### src/rtl/dma_irq_status.sv
// DMA interrupt status: hardware-set, software-cleared sticky bits with overflow
// flags, interrupt enables and count/timeout coalescing of the single irq line.
module dma_irq_status #(
    parameter int NUM_EVT = 8,
    parameter int CNT_W   = 8,
    parameter int TMR_W   = 16
) (
    input  logic                 clk_in,
    input  logic                 rst,
    input  logic [NUM_EVT-1:0]   evt_i,
    input  logic                 sts_wr_en,
    input  logic [2*NUM_EVT-1:0] sts_wdata,
    input  logic                 ier_wr_en,
    input  logic [NUM_EVT-1:0]   ier_wdata,
    input  logic [CNT_W-1:0]     coal_thresh,
    input  logic [TMR_W-1:0]     coal_timeout,
    output logic [NUM_EVT-1:0]   status_o,
    output logic [NUM_EVT-1:0]   ovf_o,
    output logic [NUM_EVT-1:0]   ier_o,
    output logic                 irq_o
);

    typedef enum logic [1:0] {
        S_IDLE,
        S_COALESCE,
        S_ASSERT
    } state_t;

    state_t             state, state_nxt;
    logic [CNT_W-1:0]   cnt, cnt_nxt, cnt_inc;
    logic [TMR_W-1:0]   tmr, tmr_nxt, tmr_inc;
    logic [NUM_EVT-1:0] clr, status_nxt, ovf_nxt, ier_nxt;
    logic               pend_en, pend_en_nxt, hit, thresh_low, coal_done;

    // A bit clears only when both its mask and data bits are set in the write.
    assign clr = sts_wr_en ? (sts_wdata[2*NUM_EVT-1:NUM_EVT] & sts_wdata[NUM_EVT-1:0])
                           : '0;

    assign status_nxt  = (status_o & ~clr) | evt_i;
    assign ovf_nxt     = (evt_i & status_o & ~clr) | (ovf_o & ~clr);
    assign ier_nxt     = ier_wr_en ? ier_wdata : ier_o;
    assign pend_en_nxt = |(status_nxt & ier_nxt);
    assign pend_en     = |(status_o & ier_o);
    assign hit         = |(evt_i & ier_o);

    assign cnt_inc    = (cnt == '1) ? cnt : cnt + {{(CNT_W-1){1'b0}}, hit};
    assign tmr_inc    = (tmr == '1) ? tmr : tmr + TMR_W'(1);
    assign thresh_low = (coal_thresh <= CNT_W'(1));
    assign coal_done  = (cnt_inc >= coal_thresh) ||
                        ((coal_timeout != '0) && (tmr_inc >= coal_timeout));

    always_comb begin
        // NOTE: every output of this block gets a default first, so no path can infer a latch.
        state_nxt = state;
        cnt_nxt   = cnt;
        tmr_nxt   = tmr;
        case (state)
            S_IDLE: begin
                cnt_nxt = '0;
                tmr_nxt = '0;
                // pend_en covers an enable written while a status bit was already pending.
                if (hit || pend_en) begin
                    if (thresh_low) begin
                        state_nxt = S_ASSERT;
                    end else begin
                        state_nxt = S_COALESCE;
                        cnt_nxt   = CNT_W'(1);
                    end
                end
            end
            S_COALESCE: begin
                cnt_nxt = cnt_inc;
                tmr_nxt = tmr_inc;
                if (!pend_en_nxt) begin
                    state_nxt = S_IDLE;
                    cnt_nxt   = '0;
                    tmr_nxt   = '0;
                end else if (coal_done) begin
                    state_nxt = S_ASSERT;
                end
            end
            S_ASSERT: begin
                if (!pend_en_nxt) begin
                    state_nxt = S_IDLE;
                    cnt_nxt   = '0;
                    tmr_nxt   = '0;
                end
            end
            default: begin
                state_nxt = S_IDLE;
                cnt_nxt   = '0;
                tmr_nxt   = '0;
            end
        endcase
    end

    // NOTE: sequential state uses non-blocking assignments so all registers update together.
    always_ff @(posedge clk_in) begin
        if (rst) begin
            state    <= S_IDLE;
            cnt      <= '0;
            tmr      <= '0;
            status_o <= '0;
            ovf_o    <= '0;
            ier_o    <= '0;
        end else begin
            state    <= state_nxt;
            cnt      <= cnt_nxt;
            tmr      <= tmr_nxt;
            status_o <= status_nxt;
            ovf_o    <= ovf_nxt;
            ier_o    <= ier_nxt;
        end
    end

    assign irq_o = (state == S_ASSERT);

endmodule

### config.mk
export PLATFORM = sky130hd
export DESIGN_NAME = dma_irq_status
export DESIGN_NICKNAME = d
export VERILOG_FILES = /design/src/rtl/dma_irq_status.sv
export SDC_FILE = /design/constraint.sdc
export NUM_CORES = 1
export LEC_CHECK = 0
export CELL_PAD_IN_SITES_DETAIL_PLACEMENT = 1
export CELL_PAD_IN_SITES_GLOBAL_PLACEMENT = 1
export CORE_ASPECT_RATIO = 0.8
export CORE_MARGIN = 2
export CORE_UTILIZATION = 36
export CTS_BUF_LIST = sky130_fd_sc_hd__clkbuf_8 sky130_fd_sc_hd__clkbuf_16
export DETAILED_ROUTE_END_ITERATION = 10
export GPL_ROUTABILITY_DRIVEN = 0
export PLACE_DENSITY = 0.87
export SLEW_MARGIN = 5
export SYNTH_ARGS = -nofsm -noshare
export SYNTH_HDL_FRONTEND = slang
export SYNTH_SLANG_ARGS = --single-unit
### constraint.sdc
create_clock -name clk_in -period 4.1 [get_ports clk_in]
set_input_delay 1.23 -clock clk_in [delete_from_list [all_inputs] [get_ports clk_in]]
set_output_delay 1.23 -clock clk_in [all_outputs]
set_load 0.03 [all_outputs]
==> results of run 1 <==
-- power by group --
part / switching, mW / total, mW / leakage, nW / internal (mW)
Combinational: 0.166 / 0.332 / 1.43 / 0.166
Clock: 0.195 / 0.561 / 0.0971 / 0.367
Sequential: 0.0260 / 0.532 / 0.409 / 0.506
-- final cells by class --
| cell class | instances | area, um2 |
|---|---|---|
| clock buffers | 6 | 139 |
| multi-input cells | 304 | 2140 |
| fillers | 1036 | 4020 |
| inverters | 26 | 97.6 |
| repair buffers | 109 | 1030 |
| clock inverters | 2 | 60.1 |
| flip-flops and latches | 50 | 1000 |
| well taps | 112 | 140 |
-- worst paths after layout --
path | startpoint | end | cells after the start
worst max register to register | tmr[10] | state[0] | 12
worst min-delay path | ovf_o[5] | ovf_o[5] | 2
worst min register to register | ovf_o[5] | ovf_o[5] | 2
worst max-delay path | evt_i[2] | state[0] | 14
-- worst reg2reg max path, cell delays in order (launching register included) --
cell and delay [ns]:
sky130_fd_sc_hd__dfxtp_1 0.46, sky130_fd_sc_hd__nand4_1 0.22, sky130_fd_sc_hd__nor2_1 0.43, sky130_fd_sc_hd__a21oi_1 0.17
sky130_fd_sc_hd__nand3_1 0.16, sky130_fd_sc_hd__xnor2_1 0.15, sky130_fd_sc_hd__ha_1 0.29, sky130_fd_sc_hd__a2111o_1 0.42
sky130_fd_sc_hd__a31oi_1 0.18, sky130_fd_sc_hd__o21ai_0 0.21, sky130_fd_sc_hd__a221oi_2 0.30, sky130_fd_sc_hd__a31oi_1 0.11
sky130_fd_sc_hd__nor4_1 0.33
-- placed cells by master (no fill, tap or decap), drive strengths merged, types with 6 or more instances in the layout --
cell type,instances
xor2,7
nand2,22
nand4,8
inv,25
a311oi,9
nor4,9
ha,27
clkdlybuf4s50,79
o21ai,14
and4,7
nor2,40
a21oi,25
buf,26
clkbuf,6
a31oi,9
xnor2,7
a22oi,16
nor3,14
nand3,17
mux2i,8
dfxtp,50
-- flip-flops by register name (all words and copies together), names as in the netlist --
name,cells
tmr,16
cnt,8
ier_o,8
ovf_o,8
status_o,8
state,2
-- cell families (layout without fill, tap and decap cells) --
family | Yosys count | in the layout
simple gates | 154 | 154
compound gates | 99 | 99
flops | 50 | 50
buf+inv | 41 | 143
fa+ha+maj | 27 | 27
xor+xnor | 14 | 14
mux | 10 | 10
-- what timing repair did --
action                                  CTS  global route
resized for setup                         2            15
hold buffers                              0             0
endpoints found under the setup margin    2             2
pin swaps                                 0             9
-- Yosys cell counts (8+ instances only) --
cell / count
sky130_fd_sc_hd__o21ai_0: 14
sky130_fd_sc_hd__nand4_1: 8
sky130_fd_sc_hd__a22oi_1: 16
sky130_fd_sc_hd__mux2i_1: 8
sky130_fd_sc_hd__ha_1: 27
sky130_fd_sc_hd__nor2_1: 40
sky130_fd_sc_hd__a311oi_1: 9
sky130_fd_sc_hd__nand3_1: 17
sky130_fd_sc_hd__a21oi_1: 25
sky130_fd_sc_hd__a31oi_1: 9
sky130_fd_sc_hd__nor3_1: 14
sky130_fd_sc_hd__clkbuf_1: 12
sky130_fd_sc_hd__nand2_1: 22
sky130_fd_sc_hd__nor4_1: 9
sky130_fd_sc_hd__dfxtp_1: 50
sky130_fd_sc_hd__inv_1: 25
-- layer usage --
layer	up-vias	global-route usage (%)	part of all wire, %
li1	1695	-	-
met1	1738	29.0	42
met2	82	43.7	52
met3	16	3.94	3.9
met4	0	6.02	1.4
met5	-	0	0
-- stage by stage --
stage / total power, mW / cell area (um2)
after floorplan: 0.686 / 3240
after global placement: 0.832 / 4340
after detailed placement: 0.849 / 4340
after CTS: 1.41 / 4540
after global routing: 1.47 / 4610
final: 1.43 / 4610
==> metrics.csv, run 1 <==
stage;metric;value;unit
outcome;outcome;complete, no violations;
global_routing;initial antenna violation count;0;
cts;buffer cell driving the clock tree root;sky130_fd_sc_hd__clkbuf_16;
timing;aggregate negative setup slack;0;ns
floorplan;core outline area;8630;um2
hold_path;min-delay worst type;flop to flop;
power;power per unit of standard cell area;309;nW/um2
placed_design;IO buf count;84;
finish;post-route core utilization;53.4;%
routing;DRC violations left;0;
logic_synthesis;Synth Register Bits;50;
logic_synthesis;yosys warns;0;
logic_synthesis;gate count after technology mapping;395;
cts;CTS max path bufs;2;
global_routing;number of global-route vias before repair;3658;
finish;share of layout cells above drive strength 1;9.46;%
run;reported max-cap violation count;0;
timing;Final Hold Vio Count;0;
floorplan;die extent in x;110;um
logic_synthesis;area fraction in and, or, nand and nor cells after synthesis;25.7;%
timing;maximum clock frequency;0.248;GHz
global_routing;wire length of the first global-routing pass;18000;um
floorplan;IO Pins;85;
logic_synthesis;multiplexer area fraction after synthesis;3.16;%
worst_setup_path;setup slack on the worst flop-to-flop path;0.55;ns
placed_design;Placed Cells incl. Taps;601;
global_routing;All-Layer GR Usage;23.8;%
cts;CTS H-tree depth;2;
worst_setup_path;cell with the largest stage delay on the worst path;sky130_fd_sc_hd__clkdlybuf4s50_1;
worst_setup_path;category of the most critical setup path;input pin to flop;
logic_synthesis;synthesized area;3240;um2
cts;total number of clock tree sinks;50;
logic_synthesis;most frequently used flop master after synthesis;sky130_fd_sc_hd__dfxtp_1;
routing;wirelength, routed;11800;um
worst_setup_path;endpoint class of the critical path;flop;
logic_synthesis;post-synthesis share of cell area spent on xor and xnor gates;3.78;%
routing;Routed WL per cell;19.4;um
cts;CTS tree;yes;
timing;final setup fails;0;
placed_design;estimated wirelength of the detail-placed design;9090;um
finish;final net count;583;
logic_synthesis;top post-synthesis cells by area;sky130_fd_sc_hd__dfxtp_1 (31%), sky130_fd_sc_hd__ha_1 (10%), sky130_fd_sc_hd__nor2_1 (4.6%);
logic_synthesis;sequential cell area fraction in the yosys report;30.9;%
timing;number of slew-limit violations in the final report;0;
timing;tightest hold margin;0.519;ns
finish;number of cells in the finished layout apart from fillers;609;
timing;post-route setup slack;0.0645;ns
floorplan;Initial Util;37.6;%
worst_setup_path;CP Launch Type;input pin;
routing;via/cell ratio;5.80;
cts;clock slew seen by the registers of the worst setup and hold paths;0.08;ns
floorplan;# rows;30;
worst_setup_path;required time of the critical path;4.28;ns
worst_setup_path;stage delay of the slowest cell on the critical path;0.43;ns
floorplan;Die Ht;88.9;um
logic_synthesis;average cell area after synthesis;8.21;um2
power;Leak;1.94;nW
worst_setup_path;critical path fanouts, max;4;
worst_setup_path;cells traversed along the worst timing path;clkdlybuf4s50_1, a22oi_1, nand4_1, ha_4, ha_4, xnor2_2, nand2_2, ha_1, o21a_1, o21ai_1, o21ai_1, a221oi_2, a31oi_1, nor4_1;
routing;number of iterations in the first detailed-routing pass;4;
worst_setup_path;buffer and inverter count on the worst path;1;
finish;number of antenna diodes;0;
timing;Clock Skew;0.0105;ns
global_routing;global-route congestion overflow total;0;
logic_synthesis;Unique masters post-synth;56;
logic_synthesis;cell type with the highest aggregate area in the netlist;sky130_fd_sc_hd__dfxtp_1;
floorplan;overall die area;9790;um2
logic_synthesis;Post-Synth Adder-Cell Area;10.4;%
cts;setup repair bufs after CTS;0;
logic_synthesis;largest family of logic cells by synthesized area;simple AND/OR/NAND/NOR gates;
global_routing;pin count of the biggest net entering global routing;56;
worst_setup_path;gate family responsible for the most delay along the worst path;compound AO/OA/AOI/OAI gates;
cts;clock latency reported for the late side of the worst-skew pair;0.30;ns
routing;violation count after the first detailed-routing iteration;92;
timing;period utilization;98.4;%
routing;total number of vias;3531;
timing;min Tclk post-route;4.04;ns
power;Max IR drop VDD;0.221;mV
logic_synthesis;Mapped Nets;482;
logic_synthesis;Synth Area in Compound Gates;20.9;%
placed_design;worst setup slack after placement;-0.374;ns
logic_synthesis;share of the synthesized area in the top cell type;30.9;%
timing;tightest slew margin relative to the limit;50.5;%
cts;clock buffer count from CTS;5;
timing;actual slew at the worst max-slew pin;0.737;ns
routing;number of antenna-violating nets in the routed design;0;
logic_synthesis;share of async-settable or async-resettable flops after synthesis;0;%
worst_setup_path;data arrival at the endpoint of the critical path;4.21;ns
logic_synthesis;number of synthesized flops with an enable pin;0;
finish;layout overhead on the synthesized area;42.2;%
(Power assumes the default switching activity.)
==> run 2, diff against run 1 <==
--- a/config.mk
+++ b/config.mk
@@ -5,6 +5,7 @@
 export SDC_FILE = /design/constraint.sdc
 export NUM_CORES = 1
 export LEC_CHECK = 0
+export CAP_MARGIN = 20
 export CELL_PAD_IN_SITES_DETAIL_PLACEMENT = 1
 export CELL_PAD_IN_SITES_GLOBAL_PLACEMENT = 1
 export CORE_ASPECT_RATIO = 0.8
==> results of run 2 <==
Final layout, timing and power as in run 1 (identical DEF).
